`src/rtl/fetch_controller.sv`:
```
// Instruction-fetch sequencer: holds the PC, issues one icache request at a
// time, queries the branch predictor with each returned instruction and
// hands {inst, pc, prediction} to the decoder. ROB rollback redirects the PC
// and drops any response still in flight.
module fetch_controller #(
    parameter int                    ADDR_WIDTH = 32,
    parameter int                    INST_WIDTH = 32,
    parameter logic [ADDR_WIDTH-1:0] RESET_PC   = '0
) (
    input  logic                  clk,
    input  logic                  rst,
    input  logic                  rdy,
    output logic                  icache_req_valid,
    input  logic                  icache_req_ready,
    output logic [ADDR_WIDTH-1:0] icache_req_pc,
    input  logic                  icache_resp_valid,
    input  logic [INST_WIDTH-1:0] icache_resp_inst,
    output logic [ADDR_WIDTH-1:0] pred_query_pc,
    output logic [INST_WIDTH-1:0] pred_query_inst,
    input  logic                  pred_jump,
    input  logic [ADDR_WIDTH-1:0] pred_target_pc,
    input  logic                  dec_full,
    output logic                  dec_valid,
    output logic [INST_WIDTH-1:0] dec_inst,
    output logic [ADDR_WIDTH-1:0] dec_pc,
    output logic                  dec_pred_jump,
    input  logic                  rollback_valid,
    input  logic [ADDR_WIDTH-1:0] rollback_pc
);

    typedef enum logic [1:0] {
        IDLE = 2'd0,
        WAIT = 2'd1,
        HOLD = 2'd2
    } state_t;

    state_t                r_state;
    logic [ADDR_WIDTH-1:0] r_pc;
    logic                  r_discard;
    logic [INST_WIDTH-1:0] r_hold_inst;
    logic                  r_hold_jump;
    logic [ADDR_WIDTH-1:0] r_hold_next_pc;
    logic                  r_dec_valid;
    logic [INST_WIDTH-1:0] r_dec_inst;
    logic [ADDR_WIDTH-1:0] r_dec_pc;
    logic                  r_dec_pred_jump;

    state_t                w_state_n;
    logic [ADDR_WIDTH-1:0] w_pc_n;
    logic                  w_discard_n;
    logic [INST_WIDTH-1:0] w_hold_inst_n;
    logic                  w_hold_jump_n;
    logic [ADDR_WIDTH-1:0] w_hold_next_pc_n;
    logic                  w_dec_valid_n;
    logic [INST_WIDTH-1:0] w_dec_inst_n;
    logic [ADDR_WIDTH-1:0] w_dec_pc_n;
    logic                  w_dec_pred_jump_n;
    logic                  w_req_valid;
    logic [ADDR_WIDTH-1:0] w_next_pc;

    assign w_req_valid      = rdy && (r_state == IDLE) && !rollback_valid;
    assign icache_req_valid = w_req_valid;
    assign icache_req_pc    = r_pc;

    // The PC is only advanced on delivery, so it still names the instruction under prediction.
    assign pred_query_pc   = r_pc;
    assign pred_query_inst = (r_state == HOLD) ? r_hold_inst : icache_resp_inst;
    assign w_next_pc       = pred_jump ? pred_target_pc : r_pc + ADDR_WIDTH'(4);

    assign dec_valid     = r_dec_valid;
    assign dec_inst      = r_dec_inst;
    assign dec_pc        = r_dec_pc;
    assign dec_pred_jump = r_dec_pred_jump;

    // Next-state, next-PC and delivery decisions; rollback overrides everything.
    always_comb begin
        w_state_n         = r_state;
        w_pc_n            = r_pc;
        w_discard_n       = r_discard;
        w_hold_inst_n     = r_hold_inst;
        w_hold_jump_n     = r_hold_jump;
        w_hold_next_pc_n  = r_hold_next_pc;
        w_dec_valid_n     = 1'b0;
        w_dec_inst_n      = r_dec_inst;
        w_dec_pc_n        = r_dec_pc;
        w_dec_pred_jump_n = r_dec_pred_jump;
        if (rollback_valid) begin
            w_state_n = IDLE;
            w_pc_n    = rollback_pc;
            // A WAIT without a response this cycle leaves a stale response in flight.
            if (r_state == WAIT) begin
                w_discard_n = !icache_resp_valid;
            end
        end else begin
            unique case (r_state)
                IDLE: begin
                    if (w_req_valid && icache_req_ready) begin
                        w_state_n = WAIT;
                    end
                end
                WAIT: begin
                    if (icache_resp_valid) begin
                        if (r_discard) begin
                            w_discard_n = 1'b0;
                            w_state_n   = IDLE;
                        end else if (!dec_full) begin
                            w_dec_valid_n     = 1'b1;
                            w_dec_inst_n      = icache_resp_inst;
                            w_dec_pc_n        = r_pc;
                            w_dec_pred_jump_n = pred_jump;
                            w_pc_n            = w_next_pc;
                            w_state_n         = IDLE;
                        end else begin
                            w_hold_inst_n    = icache_resp_inst;
                            w_hold_jump_n    = pred_jump;
                            w_hold_next_pc_n = w_next_pc;
                            w_state_n        = HOLD;
                        end
                    end
                end
                HOLD: begin
                    if (!dec_full) begin
                        w_dec_valid_n     = 1'b1;
                        w_dec_inst_n      = r_hold_inst;
                        w_dec_pc_n        = r_pc;
                        w_dec_pred_jump_n = r_hold_jump;
                        w_pc_n            = r_hold_next_pc;
                        w_state_n         = IDLE;
                    end
                end
                default: w_state_n = IDLE;
            endcase
        end
    end

    // State registers: synchronous reset, frozen while rdy is low.
    always_ff @(posedge clk) begin
        if (rst) begin
            r_state         <= IDLE;
            r_pc            <= RESET_PC;
            r_discard       <= 1'b0;
            r_hold_inst     <= '0;
            r_hold_jump     <= 1'b0;
            r_hold_next_pc  <= '0;
            r_dec_valid     <= 1'b0;
            r_dec_inst      <= '0;
            r_dec_pc        <= '0;
            r_dec_pred_jump <= 1'b0;
        end else if (rdy) begin
            r_state         <= w_state_n;
            r_pc            <= w_pc_n;
            r_discard       <= w_discard_n;
            r_hold_inst     <= w_hold_inst_n;
            r_hold_jump     <= w_hold_jump_n;
            r_hold_next_pc  <= w_hold_next_pc_n;
            r_dec_valid     <= w_dec_valid_n;
            r_dec_inst      <= w_dec_inst_n;
            r_dec_pc        <= w_dec_pc_n;
            r_dec_pred_jump <= w_dec_pred_jump_n;
        end
    end

endmodule

```
`config.mk`:
```
export PLATFORM = sky130hd
export DESIGN_NAME = fetch_controller
export DESIGN_NICKNAME = d
export VERILOG_FILES = /design/src/rtl/fetch_controller.sv
export SDC_FILE = /design/constraint.sdc
export NUM_CORES = 1
export LEC_CHECK = 0
export CAP_MARGIN = 20
export CORE_MARGIN = 8
export CORE_UTILIZATION = 47
export CTS_CLUSTER_DIAMETER = 200
export DETAILED_ROUTE_END_ITERATION = 12
export GPL_TIMING_DRIVEN = 0
export PLACE_DENSITY_LB_ADDON = 0.12
export SLEW_MARGIN = 30
export SYNTH_ARGS = -nofsm -noshare
export SYNTH_HDL_FRONTEND = slang
export SYNTH_SLANG_ARGS = --single-unit
export TNS_END_PERCENT = 100
```
`constraint.sdc`:
```
create_clock -name clk -period 2.45 [get_ports clk]
set_clock_uncertainty 0.1 [all_clocks]
set_input_delay 0.3675 -clock clk [delete_from_list [all_inputs] [get_ports clk]]
set_output_delay 0.3675 -clock clk [all_outputs]
set_load 0.02 [all_outputs]
```
# After elaboration in Yosys (flattened, before gate mapping)
# Cells that the tools add are included.
classes:
  n_addsub: 1
  eq_ne: 11
  n_mux: 38
  bitwise: 2
  n_reduce_logical: 15
ops:
  columns: ["cell", "n"]
  rows:
  - ["32-bit 2-to-1 mux", 14]
  - ["32-bit case mux with 2 select lines", 3]
  - ["32-bit by 3-bit adder with 32-bit output, second input constant", 1]
  - ["1-bit 2-to-1 mux", 12]
  - ["2-bit 2-to-1 mux", 6]
  - ["3-bit != test, second input constant", 4]
  - ["6-bit AND reduction", 2]
  - ["2-bit != test, second input constant", 4]
  - ["7-bit AND reduction", 1]
  - ["2-bit case mux with 3 select lines", 1]
  - ["5-bit AND reduction", 1]
  - ["1-bit case mux with 2 select lines", 2]
  - ["4-bit AND reduction", 1]
  - ["2-bit nonzero test", 2]
  - ["1-bit logical AND", 3]
  - ["3-bit by 2-bit != test with 1-bit output, second input constant", 1]
  - ["3-bit AND reduction", 1]
  - ["3-bit nonzero test", 1]
  - ["2-bit by 1-bit == test with 1-bit output, second input constant", 1]
  - ["2-bit == test, second input constant", 1]
  - ["1-bit logical NOT", 2]
  - ["2-bit logical NOT", 1]
  - ["1-bit inverter", 2]
totals:
  regBits: 166
  inputBits: 104
  output_inout_bits: 163
  word_cells: 77

# Longest topological paths before layout
# Gate-level depths: netlist of run 1.
logic_depth:
  depth_word: 7
  ltp_mapped: 9
  ltp_nobuf: 7

# Least setup slack after synthesis of run 1
# Ideal clock, no wire load.
synth_timing:
  kind: "register to register"
  startpoint: "register r_pc[2], in the netlist icache_req_pc[2]"
  endpoint: "register r_pc[26], in the netlist icache_req_pc[26]"
  setup_time_ns: 0.061
  t_arrival_ns: 2.071
  required_ns: 2.289
  slack_ns: 0.218
  path_stages_with_launch: 7
  path_buffers: 0
  synth_period_minus_slack_ns: 2.232
  path_cell_list: "dfxtp_1 ha_1 nand4_2 nor4_4 nand4_2 a2111oi_2 a311o_1"
synth_via:
  elab_chain_len: 7
synth_lines:
  columns: ["item", "line_no", "text"]
  rows:
  - ["start, declared", "38", "logic [ADDR_WIDTH-1:0] r_pc;"]
  - ["start signal, assigned", "151", "r_pc <= w_pc_n;"]
  - ["32-bit by 3-bit adder with 32-bit output", "68", "assign w_next_pc = pred_jump ? pred_target_pc : r_pc + ADDR_WIDTH'(4);"]
  - ["32-bit 2-to-1 mux", "68", null]
  - ["32-bit 2-to-1 mux", "106", "end else if (!dec_full) begin"]
  - ["32-bit 2-to-1 mux", "103", "if (r_discard) begin"]
  - ["32-bit 2-to-1 mux", "102", "if (icache_resp_valid) begin"]
  - ["32-bit case mux with 2 select lines", "95", "unique case (r_state)"]
  - ["32-bit 2-to-1 mux", "87", "if (rollback_valid) begin"]
# No other way between the ends. The select of a mux whose other input is x is not followed.
# A chain may end at the register's enable or synchronous reset.

# Final worst setup path of run 1
layout_timing:
  startpoint: "input rst"
  endpoint: "register r_hold_next_pc[31]"
layout_rtl:
  columns: ["item", "line_no", "text"]
  rows:
  - ["start, declared", "11", "input logic rst,"]
  - ["end signal, assigned", "155", "r_hold_next_pc <= w_hold_next_pc_n;"]
  - ["end, declared", "42", "logic [ADDR_WIDTH-1:0] r_hold_next_pc;"]
# No word-level cell between the ends.

==> run_results.csv, run 1 <==
group,metric,value,unit
setup_path,endpoint_kind,"flop",
setup_path,critical_path.max_stage_delay,590,ps
clock_tree,clk_latency,430,ps
synth,async_flop_share,0,
sta,worstMarginPinSlew,763,ps
synth,syn_area,0.00847,mm²
setup_path,worstPathCellList,"clkdlybuf4s50_1, clkbuf_1, clkbuf_1, clkbuf_1, o32ai_1",
final_layout,multi_input_area,0.00463,mm²
setup_path,critPathBufInv,4,
clock_tree,cts_made_buffers,17,
detailed_routing,post_drt_wl_per_cell,21.4,µm
die,core_area,0.0178,mm²
setup_path,path_delay_family,"buffers and inverters",
clock_tree,cts_hold_buf,0,
final_layout,fin_nets,1399,
synth,yosys.area.top_type,"dfxtp_1",
detailed_routing,ant_nets,0,
global_routing,grt_max_degree,17,
synth,synth_edf_count,0,
power,comb_power_share,0.170,
final_layout,fill_cells,1475,
power,powerDensity,541,mW/mm²
sta,hold_violations,0,
run,max-cap-violations,0,
min_path,hp-class,"reg2reg",
clock_tree,cts_tree,"yes",
placement,hpwl,23.6,mm
clock_tree,clockBufferDepth,2,
sta,fmax,0.412,GHz
sta,setup_viol,0,
setup_path,crit_top_cell,"clkbuf_1",
sta,min_period,2430,ps
power,p_sw,0.00186,W
synth,syn_avg_cell_area,8.50,µm²
power,switching_share,0.278,
clock_tree,cts_root_buf,"clkbuf_16",
global_routing,grt.total_usage,0.280,
synth,synth_cell_type_count,70,
sta,rsz0062_at_grt,"yes",
power,pwr-share-seq,0.422,
synth,synthCells,996,
die,rows,49,
synth,synth_top_area_frac,0.392,
placement,gp_congestion,0.975,
global_routing,grt_pass1_wl,49.0,mm
die,pin_count,267,
die,start_util,0.475,
detailed_routing,routed_wl,32.8,mm
setup_path,cp_max_fo,10,
synth,ys_seq_elements,166,
sta,worst_slack,20.5,ps
detailed_routing,drc,0,
final_layout,seq_area,0.00333,mm²
power,p_leak,4.62,nW
die,dieWidth,150,µm
setup_path,r2r_slack,40,ps
final_layout,area_growth,46.2,%
setup_path,worstSetupStartpointType,"primary input",
global_routing,antenna_found_initial,1,
synth,yosys_most_used_dff,"dfxtp_1",
sta,hold_ws,353,ps
placement,place_ws,-971,ps
synth,post_synth_main_area_contributors,"dfxtp_1 39%, mux2i_1 9.2%, nand2_1 5.8%",
global_routing,grt_pass1_vias,8785,
detailed_routing,drt_pass1_iterations,6,
clock_tree,htreeDepth,4,
synth,syn_nets,1104,
sta,relSlewSlack,0.491,
die,die_h,150,µm
power,power.share.clock,0.407,
sta,setup_tns,0,ps
detailed_routing,vias_per_cell,5.82,
global_routing,grt-ovfl-total,0,
synth,ys_seq_area_frac,0.392,
setup_path,worst-setup-path-type,"in2reg",
die,dieArea,0.0226,mm²
setup_path,required,2630,ps
run_status,status,"finished clean",
setup_path,cp_slowest_cell,"clkbuf_1",
detailed_routing,drt-initial-drc-count,954,
sta,period_share,0.992,
sta,slew_violations,0,
power,intPower,0.00484,W
setup_path,worstPathArrival,2610,ps
clock_tree,path_clk_slew,60,ps
placement,portBuffers,264,
final_layout,drive_gt1_frac,0.169,
detailed_routing,vias,8935,
synth,synth_warnings,0,
power,ir_drop,0.524,mV
clock_tree,clock-sinks,166,
## synthesized netlist by cell type (8+ instances only)
| library cell | n |
|---|---|
| buf_4 | 33 |
| mux2_2 | 34 |
| nor2b_1 | 8 |
| and3_1 | 13 |
| a31oi_1 | 12 |
| and4_1 | 15 |
| nor2_1 | 93 |
| dfxtp_1 | 166 |
| nand4_1 | 11 |
| o21ai_0 | 30 |
| o31ai_1 | 10 |
| a21oi_1 | 66 |
| nand2_1 | 132 |
| xnor2_1 | 9 |
| nand2b_1 | 22 |
| buf_2 | 23 |
| mux2i_1 | 78 |
| inv_1 | 17 |
| clkbuf_1 | 54 |
| nand3_1 | 19 |
| o22ai_1 | 9 |
| a211oi_1 | 15 |
| o211ai_1 | 10 |
## per-layer routing
layer / global-route usage / vias up / part of all wire
met5: 0 / - / 0
met4: 0.124 / 0 / 0.037
met3: 0.0893 / 94 / 0.12
met2: 0.455 / 541 / 0.47
met1: 0.332 / 4203 / 0.38
li1: - / 4097 / -
## power by group through the flow
stage	Clock, W	Sequential [W]	Combinational [W]
final	0.00273	0.00283	0.00114
after global routing	0.00286	0.00284	0.00120
after CTS	0.00273	0.00283	0.00109
after detailed placement	0	0.00289	0.00110
after global placement	0	0.00289	0.00109
after floorplan	0	0.00292	0.000509
## worst register-to-register path: cells and delay by family (launching register included)
family | cells | cell delay, ps
AO/OA/AOI/OAI | 3 | 870
flip-flops | 1 | 400
AND/OR/NAND/NOR | 2 | 400
buffers and inverters | 2 | 290
adder cells (fa/ha/maj) | 1 | 270
## worst paths after layout
kind                       from                  to  depth (start not counted)
max                         rst  r_hold_next_pc[31]                          5
min          r_hold_next_pc[24]  r_hold_next_pc[24]                          2
max reg2reg          r_state[1]   icache_req_pc[19]                          8
min reg2reg  r_hold_next_pc[24]  r_hold_next_pc[24]                          2
## cell usage in the layout, fill, tap and decap left out, types with 5 or more instances in the layout
cell	n
clkdlybuf4s50_1	231
dfxtp_1	162
nand2_1	132
nor2_1	91
mux2i_1	78
a21oi_1	66
buf_4	48
clkbuf_1	39
o21ai_0	30
mux2_2	29
buf_2	28
nand2b_1	22
clkbuf_16	21
nand3_1	19
buf_6	18
inv_1	16
and4_1	15
and3_1	13
a31oi_1	12
a211oi_1	12
nand4_1	11
clkbuf_2	11
o211ai_1	10
o22ai_1	9
xnor2_1	9
xor2_1	7
o31ai_1	7
nor3_1	7
or3_1	7
a311oi_1	7
a221oi_1	7
nor2b_1	6
mux2_4	5
and2_1	5
o211a_1	5
## layout make-up
| class | instances | share of cell area |
|---|---|---|
| plain buffers | 113 | 0.0567 |
| diodes | 1 | 0.000202 |
| flip-flops and latches | 166 | 0.269 |
| clock buffers | 19 | 0.0358 |
| clock inverters | 13 | 0.0118 |
| well taps | 229 | 0.0231 |
| multi-input cells | 697 | 0.374 |
| repair buffers | 278 | 0.224 |
| inverters | 18 | 0.00546 |
## what timing repair did
action	CTS	global route
cloned	0	4
gates resized for setup	167	82
setup buffers	4	6
endpoints found under the hold margin	0	0
setup endpoints to repair	110	152
pin swaps	1	3
## registers in the layout, indices dropped and copies added (netlist names)
register,cells
dec_inst,32
dec_pc,32
dec_pred_jump,1
dec_valid,1
icache_req_pc,32
r_discard,1
r_hold_inst,32
r_hold_jump,1
r_hold_next_pc,32
r_state,2
## cell families after synthesis
| group | Yosys count | share of synthesized area |
|---|---|---|
| DFF | 166 | 0.392 |
| buffers and inverters | 133 | 0.0771 |
| xor gates and xnor gates | 16 | 0.0165 |
| muxes | 112 | 0.137 |
| AOI/OAI and AO/OA | 211 | 0.166 |
| adders and majority gates | 4 | 0.00591 |
| and+or+nand+nor | 354 | 0.204 |
## through the flow
step	power, W	cells	area (µm²)	utilization
CTS	0.00665	1525	12000	0.673
floorplan	0.00343	996	8470	-
finish	0.00670	1534	12400	0.694
global route	0.00690	1534	12400	0.694
global placement	0.00398	1489	11400	0.639
detailed placement	0.00399	1489	11400	0.639
Power figures use the tool's default switching activity.
==> run 2, diff against run 1 <==
CORE_MARGIN = 2   (was 8)
==> run_results.csv, run 2 (synthesized netlist as in run 1, its figures left out) <==
group,metric,value,unit
power,ir_drop,0.517,mV
sta,period_share,1.01,
power,total_power,0.00685,W
global_routing,grt_pass1_vias,8564,
final_layout,layout_commonest_cell,"clkdlybuf4s50_1",
detailed_routing,drt-initial-drc-count,790,
power,intPower,0.00494,W
global_routing,grt_pass1_wl,47.0,mm
setup_path,required,1980,ps
placement,portBuffers,264,
global_routing,gr-usage-met3,0.0980,
detailed_routing,routed_wl,30.8,mm
sta,slew_violations,0,
setup_path,reg2reg_from,"icache_req_pc[17]",
clock_tree,clock-sinks,166,
sta,min_period,2470,ps
power,powerDensity,562,mW/mm²
global_routing,grt.busiest_layer,"met2",
die,core_area,0.0178,mm²
sta,hold_violations,0,
power,p_sw,0.00191,W
sta,worstMarginPinSlew,812,ps
clock_tree,htreeDepth,4,
global_routing,grt_max_degree,17,
setup_path,worstPathCellList,"inv_2, ha_2, buf_8, clkbuf_16, buf_12, mux2_2, buf_4",
power,comb_power_share,0.162,
global_routing,grt-ovfl-total,0,
die,die_h,138,µm
sta,worst_slack,-17.1,ps
min_path,hp-class,"reg2reg",
detailed_routing,drc,0,
global_routing,met2_usage,0.497,
min_path,min-delay-start,"r_hold_inst[30]",
power,p_leak,4.54,nW
setup_path,worstPathArrival,2000,ps
die,rows,49,
placement,hpwl,21.9,mm
setup_path,worst-setup-path-type,"reg2out",
run_status,violations,"setup timing",
detailed_routing,drt_pass1_iterations,5,
global_routing,antenna_found_initial,1,
setup_path,endpoint_kind,"output pin",
setup_path,cp_max_fo,10,
sta,setup_tns,-120,ps
power,pwr-share-seq,0.413,
power,switching_share,0.279,
sta,hold_ws,353,ps
setup_path,critical_path.max_stage_delay,360,ps
die,start_util,0.475,
setup_path,worstSetupStartpointType,"flop",
clock_tree,cts_tree,"yes",
clock_tree,clk_latency,440,ps
die,dieWidth,138,µm
detailed_routing,ant_nets,0,
clock_tree,cts_root_buf,"clkbuf_16",
final_layout,fill_cells,1517,
power,power.share.clock,0.425,
final_layout,final_cells,1529,
global_routing,use_met1,0.375,
sta,fmax,0.405,GHz
detailed_routing,post_drt_wl_per_cell,20.1,µm
final_layout,area_growth,44.0,%
die,pin_count,267,
setup_path,cp_slowest_cell,"mux2_2",
run_status,status,"finished with violations",
detailed_routing,vias,8827,
sta,setup_viol,17,
placement,place_inst,1489,
global_routing,grt.total_usage,0.310,
clock_tree,path_clk_slew,70,ps
final_layout,drive_gt1_frac,0.163,
final_layout,fin_nets,1394,
clock_tree,clockBufferDepth,2,
run,max-cap-violations,0,
detailed_routing,vias_per_cell,5.77,
sta,relSlewSlack,0.458,
die,dieArea,0.0191,mm²
clock_tree,cts_made_buffers,17,
final_layout,layout_common_cells,"231 x clkdlybuf4s50_1, 163 x dfxtp_1, 131 x nand2_1, 91 x nor2_1, 78 x mux2i_1",
placement,gp_congestion,0.962,
sta,rsz0062_at_grt,"yes",
clock_tree,cts_hold_buf,0,
setup_path,crit_start,"r_state[0]",
==> run 2: power groups by stage <==
stage | Combinational (W) | Sequential [W] | Clock, W
6_report | 0.00111 | 0.00283 | 0.00291
5_1_grt | 0.00117 | 0.00284 | 0.00302
3_3_place_gp | 0.00108 | 0.00289 | 0
2_1_floorplan | 0.000509 | 0.00292 | 0
4_1_cts | 0.00108 | 0.00283 | 0.00291
3_5_place_dp | 0.00109 | 0.00289 | 0
==> run 2: final cells by class <==
| cell class | count | area (µm²) | area share |
|---|---|---|---|
| diodes | 1 | 2.50 | 0.000205 |
| plain buffers | 113 | 689 | 0.0565 |
| clock buffers | 18 | 439 | 0.0360 |
| clock inverters | 14 | 188 | 0.0154 |
| inverters | 18 | 67.6 | 0.00554 |
| multi-input cells | 697 | 4580 | 0.376 |
| flip-flops and latches | 166 | 3330 | 0.273 |
| well taps | 229 | 287 | 0.0235 |
| repair buffers | 273 | 2620 | 0.215 |
==> run 2: final timing paths <==
path                         end  slack [ps]  depth (start not counted)
max          pred_query_inst[14]         -20                          7
min              r_hold_inst[30]         350                          2
max reg2reg    icache_req_pc[26]         100                          7
min reg2reg      r_hold_inst[30]         350                          2
==> run 2: metrics by stage <==
stage | util | worst slack [ps] | cell area (µm²)
after floorplan | - | 218 | 8470
after global placement | 0.639 | -918 | 11400
after detailed placement | 0.639 | -906 | 11400
after CTS | 0.677 | -2.07 | 12100
after global routing | 0.684 | -52.9 | 12200
final | 0.684 | -17.1 | 12200
==> run 2: metal layers <==
layer	wire (µm)	part of all wire	up-vias
met5	0	0	-
met4	1380	0.045	0
met3	3460	0.11	98
met2	14000	0.45	547
met1	11900	0.39	4086
li1	-	-	4096
==> run 2: worst max-delay path, delay by kind of cell (launching register included) <==
family / cells / cell delay, ps
adders and majority gates: 1 / 200
buffers and inverters: 5 / 660
DFF: 1 / 340
muxes: 1 / 360
==> run 2: repair_timing <==
item / 4_1_cts / 5_1_grt
setup endpoints to repair: 109 / 120
gates cloned: 0 / 1
pin swaps: 1 / 3
setup buffers: 7 / 1
endpoints found under the hold margin: 0 / 0
resized for setup: 170 / 41
